[src/rtl/mac_accumulator_pkg.sv]
// Shared Q7.8 sign-magnitude fixed-point constants and the accumulator FSM state type.
// The multiply unit upstream uses the same constants.
package mac_accumulator_pkg;

  localparam int FX_FRAC     = 8;
  localparam int FX_SIGN_BIT = 15;
  localparam int FX_MAG_W    = 15;
  localparam logic [FX_MAG_W-1:0] FX_MAX_MAG = 15'h7FFF;

  localparam int SM_W  = FX_SIGN_BIT + 1;  // sign-magnitude word width
  localparam int ACC_W = 17;                // two's-complement accumulator width

  typedef enum logic [1:0] {
    ST_IDLE,
    ST_ACCUM,
    ST_DONE
  } state_e;

endpackage

[src/rtl/fx_sm_convert.sv]
// Combinational sign-magnitude <-> two's-complement conversion.
// The to-sign-magnitude path clamps the magnitude to FX_MAX_MAG and flags it.
module fx_sm_convert
  import mac_accumulator_pkg::*;
(
  input  logic [SM_W-1:0]  sm_in,
  output logic [ACC_W-1:0] tc_out,
  input  logic [ACC_W:0]   tc_in,    // one guard bit so an unclamped sum fits
  output logic [SM_W-1:0]  sm_out,
  output logic             clamped
);

  logic [ACC_W-1:0] mag_ext;
  logic [ACC_W:0]   tc_abs;

  // NOTE: every always_comb output gets a value on every path, so no latch is inferred.
  always_comb begin
    mag_ext = {2'b00, sm_in[FX_MAG_W-1:0]};
    // A negative zero (0x8000) negates to 0, so it never produces a distinct code.
    tc_out  = sm_in[FX_SIGN_BIT] ? ('0 - mag_ext) : mag_ext;

    tc_abs  = tc_in[ACC_W] ? ('0 - tc_in) : tc_in;
    clamped = (tc_abs > {3'b000, FX_MAX_MAG});
    sm_out  = {tc_in[ACC_W], (clamped ? FX_MAX_MAG : tc_abs[FX_MAG_W-1:0])};
  end

endmodule

[src/rtl/mac_accumulator.sv]
// Saturating accumulator for a stream of sign-magnitude Q7.8 products; emits one
// sign-magnitude Q7.8 result with zero/neg/overflow flags per programmed reduction.
module mac_accumulator
  import mac_accumulator_pkg::*;
#(
  parameter int N     = 32,
  parameter int CNT_W = 8
) (
  input  logic             clk,
  input  logic             rst_n,
  input  logic             start,
  input  logic [CNT_W-1:0] len,
  input  logic             in_valid,
  output logic             in_ready,
  input  logic [N-1:0]     prod,
  input  logic             prod_cout,
  output logic             out_valid,
  input  logic             out_ready,
  output logic [N-1:0]     acc,
  output logic             zero,
  output logic             neg,
  output logic             overflow,
  output logic             busy
);

  state_e           state_q, state_d;
  logic [ACC_W-1:0] sum_q, sum_d;
  logic             ovf_q, ovf_d;
  logic [CNT_W-1:0] count_q, count_d;

  logic [ACC_W-1:0] prod_tc;
  logic [ACC_W:0]   sum_raw;
  logic [SM_W-1:0]  sum_sat_sm;
  logic             sum_clamped;
  logic [ACC_W-1:0] sum_sat_tc;
  logic [SM_W-1:0]  acc_sm;
  logic             out_clamped;

  // Input side: product to two's complement, and clamp of the widened raw sum.
  fx_sm_convert u_conv_in (
    .sm_in   (prod[SM_W-1:0]),
    .tc_out  (prod_tc),
    .tc_in   (sum_raw),
    .sm_out  (sum_sat_sm),
    .clamped (sum_clamped)
  );

  // Output side: clamped sum back to two's complement for the register, and the
  // registered sum to sign-magnitude for acc.
  fx_sm_convert u_conv_out (
    .sm_in   (sum_sat_sm),
    .tc_out  (sum_sat_tc),
    .tc_in   ({sum_q[ACC_W-1], sum_q}),
    .sm_out  (acc_sm),
    .clamped (out_clamped)
  );

  assign sum_raw = {sum_q[ACC_W-1], sum_q} + {prod_tc[ACC_W-1], prod_tc};

  always_comb begin
    state_d   = state_q;
    sum_d     = sum_q;
    ovf_d     = ovf_q;
    count_d   = count_q;
    in_ready  = 1'b0;
    out_valid = 1'b0;

    unique case (state_q)
      ST_IDLE: begin
        if (start) begin
          sum_d   = '0;
          ovf_d   = 1'b0;
          count_d = len;
          state_d = (len != '0) ? ST_ACCUM : ST_DONE;
        end
      end
      ST_ACCUM: begin
        in_ready = 1'b1;
        if (in_valid) begin
          sum_d   = sum_sat_tc;
          ovf_d   = ovf_q | sum_clamped | prod_cout;
          count_d = count_q - 1'b1;
          if (count_q == CNT_W'(1)) state_d = ST_DONE;
        end
      end
      ST_DONE: begin
        out_valid = 1'b1;
        if (out_ready) state_d = ST_IDLE;
      end
      default: state_d = ST_IDLE;
    endcase
  end

  // NOTE: sequential state uses non-blocking assignments so all flops update together.
  always_ff @(posedge clk or negedge rst_n) begin
    if (!rst_n) begin
      state_q <= ST_IDLE;
      sum_q   <= '0;
      ovf_q   <= 1'b0;
      count_q <= '0;
    end else begin
      state_q <= state_d;
      sum_q   <= sum_d;
      ovf_q   <= ovf_d;
      count_q <= count_d;
    end
  end

  assign acc      = {{(N-SM_W){1'b0}}, acc_sm};
  assign zero     = (sum_q == '0);
  assign neg      = acc_sm[FX_SIGN_BIT];
  assign overflow = ovf_q;
  assign busy     = (state_q != ST_IDLE);

  // The stored sum is always within +/-FX_MAX_MAG, so the output path never clamps.
  a_out_no_clamp: assert property (@(posedge clk) disable iff (!rst_n) !out_clamped);

endmodule

[config.mk]
export PLATFORM = sky130hd
export DESIGN_NAME = mac_accumulator
export DESIGN_NICKNAME = d
export VERILOG_FILES = /design/src/rtl/mac_accumulator_pkg.sv /design/src/rtl/fx_sm_convert.sv /design/src/rtl/mac_accumulator.sv
export SDC_FILE = /design/constraint.sdc
export NUM_CORES = 1
export LEC_CHECK = 0
export BUFFER_PORTS_ARGS = -buffer_cell sky130_fd_sc_hd__buf_2
export CAP_MARGIN = 20
export CORE_ASPECT_RATIO = 0.7
export CORE_MARGIN = 2
export CORE_UTILIZATION = 52
export CTS_CLUSTER_SIZE = 28
export DETAILED_ROUTE_END_ITERATION = 10
export HOLD_SLACK_MARGIN = 0.08
export PLACE_DENSITY = 0.79
export RECOVER_POWER = 100
export SLEW_MARGIN = 5
export SYNTH_ARGS = -nofsm -noshare
export SYNTH_HDL_FRONTEND = slang
export SYNTH_SLANG_ARGS = --single-unit
[constraint.sdc]
create_clock -name clk -period 5.05 [get_ports clk]
set_clock_uncertainty 0.1 [all_clocks]
set_input_delay 1.01 -clock clk [delete_from_list [all_inputs] [get_ports clk]]
set_output_delay 1.01 -clock clk [all_outputs]
set_load 0.01 [all_outputs]
==> impl_metrics.py <==
metrics = {
    "run_status": {
        "status": "complete, but fails checks",
        "violations": "setup timing",
    },
    "timing": {
        "rsz0062_at_grt": "true",
        "setup_ws_ns": -0.940,
        "setup_viol": 15,
        "clock.fmax_ghz": 0.167,
        "finalCriticalPeriod_ns": 5.99,
        "worst_pin_slew_ns": 1.45,
        "period_share_pct": 119,
        "hold_ws_ns": 0.375,
        "finalHoldViolations": 0,
        "slew_viol_final": 0,
        "slew_headroom_pct": 3.44,
    },
    "setup_path": {
        "critPathLaunch": "prod[3]",
        "crit_fanout": 4,
        "crit_required_ns": 5.10,
        "endpoint_kind": "register",
        "cp-start-kind": "input port",
        "cp_cell_sequence": "buf_6, nor3_4, nand3_2, or3_4, or3_4, nand2_4, xnor2_2, ha_4, and3_4, a32oi_4, a21oi_2, a41oi_2, nor2_1, xnor2_1, or4_4, mux2_4, a211oi_2, ha_2, a21bo_4, mux2_4, a21o_1, mux2i_2, o21ai_1, a22o_1",
        "slowest_delay_ns": 0.56,
        "worst_ep_arrival_time_ns": 6.04,
        "r2r-start": "sum_q[0]",
        "critical_path_class": "input port to register",
        "path_buf_inv": 1,
        "cp_slowest_cell": "or4_4",
        "path_delay_family": "simple AND/OR/NAND/NOR gates",
    },
    "grt": {
        "antenna_found_initial": 0,
        "overflow": 0,
        "grt_max_degree": 28,
        "grt_pass1_wl_um": 24000,
        "track_usage_pct": 33.1,
        "grt_pass1_vias": 4935,
    },
    "die": {
        "fp.dieW_um": 112,
        "dieArea_um2": 8910,
        "initial_core_util_pct": 53.7,
        "ios": 84,
        "rows": 27,
        "core_um2": 7910,
        "die_h_um": 79.6,
    },
    "synth": {
        "netlist_area_um2": 4240,
        "ys_types": 87,
        "async_flop_share_pct": 100,
        "ys_seq_area_share_pct": 15.9,
        "synth_edf_count": 0,
        "syn_inst": 569,
        "synth_warnings": 0,
        "syn_avg_cell_area_um2": 7.46,
        "yosys_most_used_dff": "dfrtp_1",
        "ys_ff_latch": 27,
    },
    "clocking": {
        "cts_tree": "yes",
        "clk_pin_slew_ns": 0.06,
        "clock-root-buffer": "clkbuf_16",
        "h-tree-depth": 1,
        "cts_buffer_depth": 2,
        "clock-sinks": 27,
        "cts_made_buffers": 3,
        "holdBufCountCts": 0,
        "clkLatencyLatePin_ns": 0.26,
    },
    "route": {
        "wl_per_cell_um": 18.3,
        "ant_nets": 0,
        "drt-pass1-iter-count": 6,
        "drc": 0,
        "drt-initial-drc-count": 638,
        "vias": 5331,
        "wl_um": 15700,
        "routed_via_density": 6.24,
    },
    "place": {
        "port_buffers": 51,
        "dpl.hpwl_um": 11100,
        "gp_routability_congestion": 0.964,
    },
    "cells_and_area": {
        "area_growth_pct": 43.5,
        "nets": 823,
        "final_cell_mix": "buf_4 (140), nand2_1 (69), nor2_1 (38), a21oi_1 (28)",
        "drive_above_1_share_pct": 38.1,
        "n_antenna_cell": 0,
        "layout_commonest_cell": "buf_4",
    },
    "flow_run": {
        "drv_cap": 0,
    },
    "min_path": {
        "hp-class": "register to register",
        "min_from": "overflow",
    },
}
## Yosys cell counts (6+ instances only)
cell type  instances  area, um2
a21oi_1           34        170
xnor2_1           26        228
buf_4             18        135
clkbuf_1          16       60.1
mux2i_1           11        110
xor2_1            17        149
and3_1             7       43.8
nand3_1           15       75.1
nand2_1           73        274
or3_1              7       43.8
o31ai_1            6       45.0
ha_1              22        275
nor2_1            41        154
nand4_1            7       43.8
a21o_1             9       67.6
o21ai_0           48        240
nor3_1            20        100
dfrtp_1           27        676
nor4_1             9       56.3
o22ai_1            6       37.5
inv_1             16       60.1
## registers in the layout, indices dropped and copies added (netlist names)
name and flops:
count_q 8, overflow 1, state_q 2, sum_q 16
## worst paths after layout
| path | endpoint | slack, ns | cells past startpoint |
|---|---|---|---|
| min in group asynchronous | count_q[0] | 0.98 | 1 |
| worst max-delay path | sum_q[6] | -0.94 | 24 |
| worst min register to register | overflow | 0.38 | 2 |
| max in group asynchronous | state_q[1] | 3.02 | 1 |
| worst min-delay path | overflow | 0.38 | 2 |
| worst max register to register | sum_q[6] | 0.17 | 19 |
## tightest hold or removal path, stage by stage (launching register included)
cell and delay (ns):
dfrtp_1 0.35, nand2_1 0.05, nand2_1 0.05
## metal layers
metal,track usage (%),vias up,part of all wire [%]
met5,0,-,0
met2,55.4,321,45
met4,10.4,0,3.8
met1,43.6,2515,41
met3,6.61,61,9.9
li1,-,2434,-
## repair_timing
action	in CTS	in global routing
setup buffers	15	8
pin swaps	26	27
endpoints found under the hold margin	0	0
gates resized for setup	50	52
gates cloned	0	1
setup endpoints to repair	15	17
## through the flow
stage	setup WS (ns)	std cells	instance area [um2]	setup TNS, ns	utilization [%]
after detailed placement	-1.25	828	5490	-11.29	69.5
final	-0.940	854	6090	-7.21	77.0
after global routing	-1.10	854	6090	-9.64	77.0
after global placement	-1.09	828	5490	-9.22	69.5
after floorplan	-1.09	584	4370	-6.13	-
after CTS	-0.851	846	5850	-5.38	74.1
## layout make-up
| class | count | area, um2 |
|---|---|---|
| sequential | 27 | 676 |
| tap | 101 | 126 |
| fill | 553 | 1820 |
| timing repair buffer | 204 | 1460 |
| multi-input combinational | 502 | 3690 |
| inverter | 16 | 60.1 |
| clock buffer | 4 | 78.8 |
## cell families after synthesis
group,synth area share [%]
adder cells (fa/ha/maj),6.96
other,0.0884
XOR/XNOR,10.3
AND/OR/NAND/NOR,27.5
flip-flops,15.9
multiplexers,4.19
buffers and inverters,6.90
AO/OA/AOI/OAI,28.2
Power is left out: the tool's default activity adds up to more than one toggle a clock period on the data nets, which glitch-free logic cannot reach.
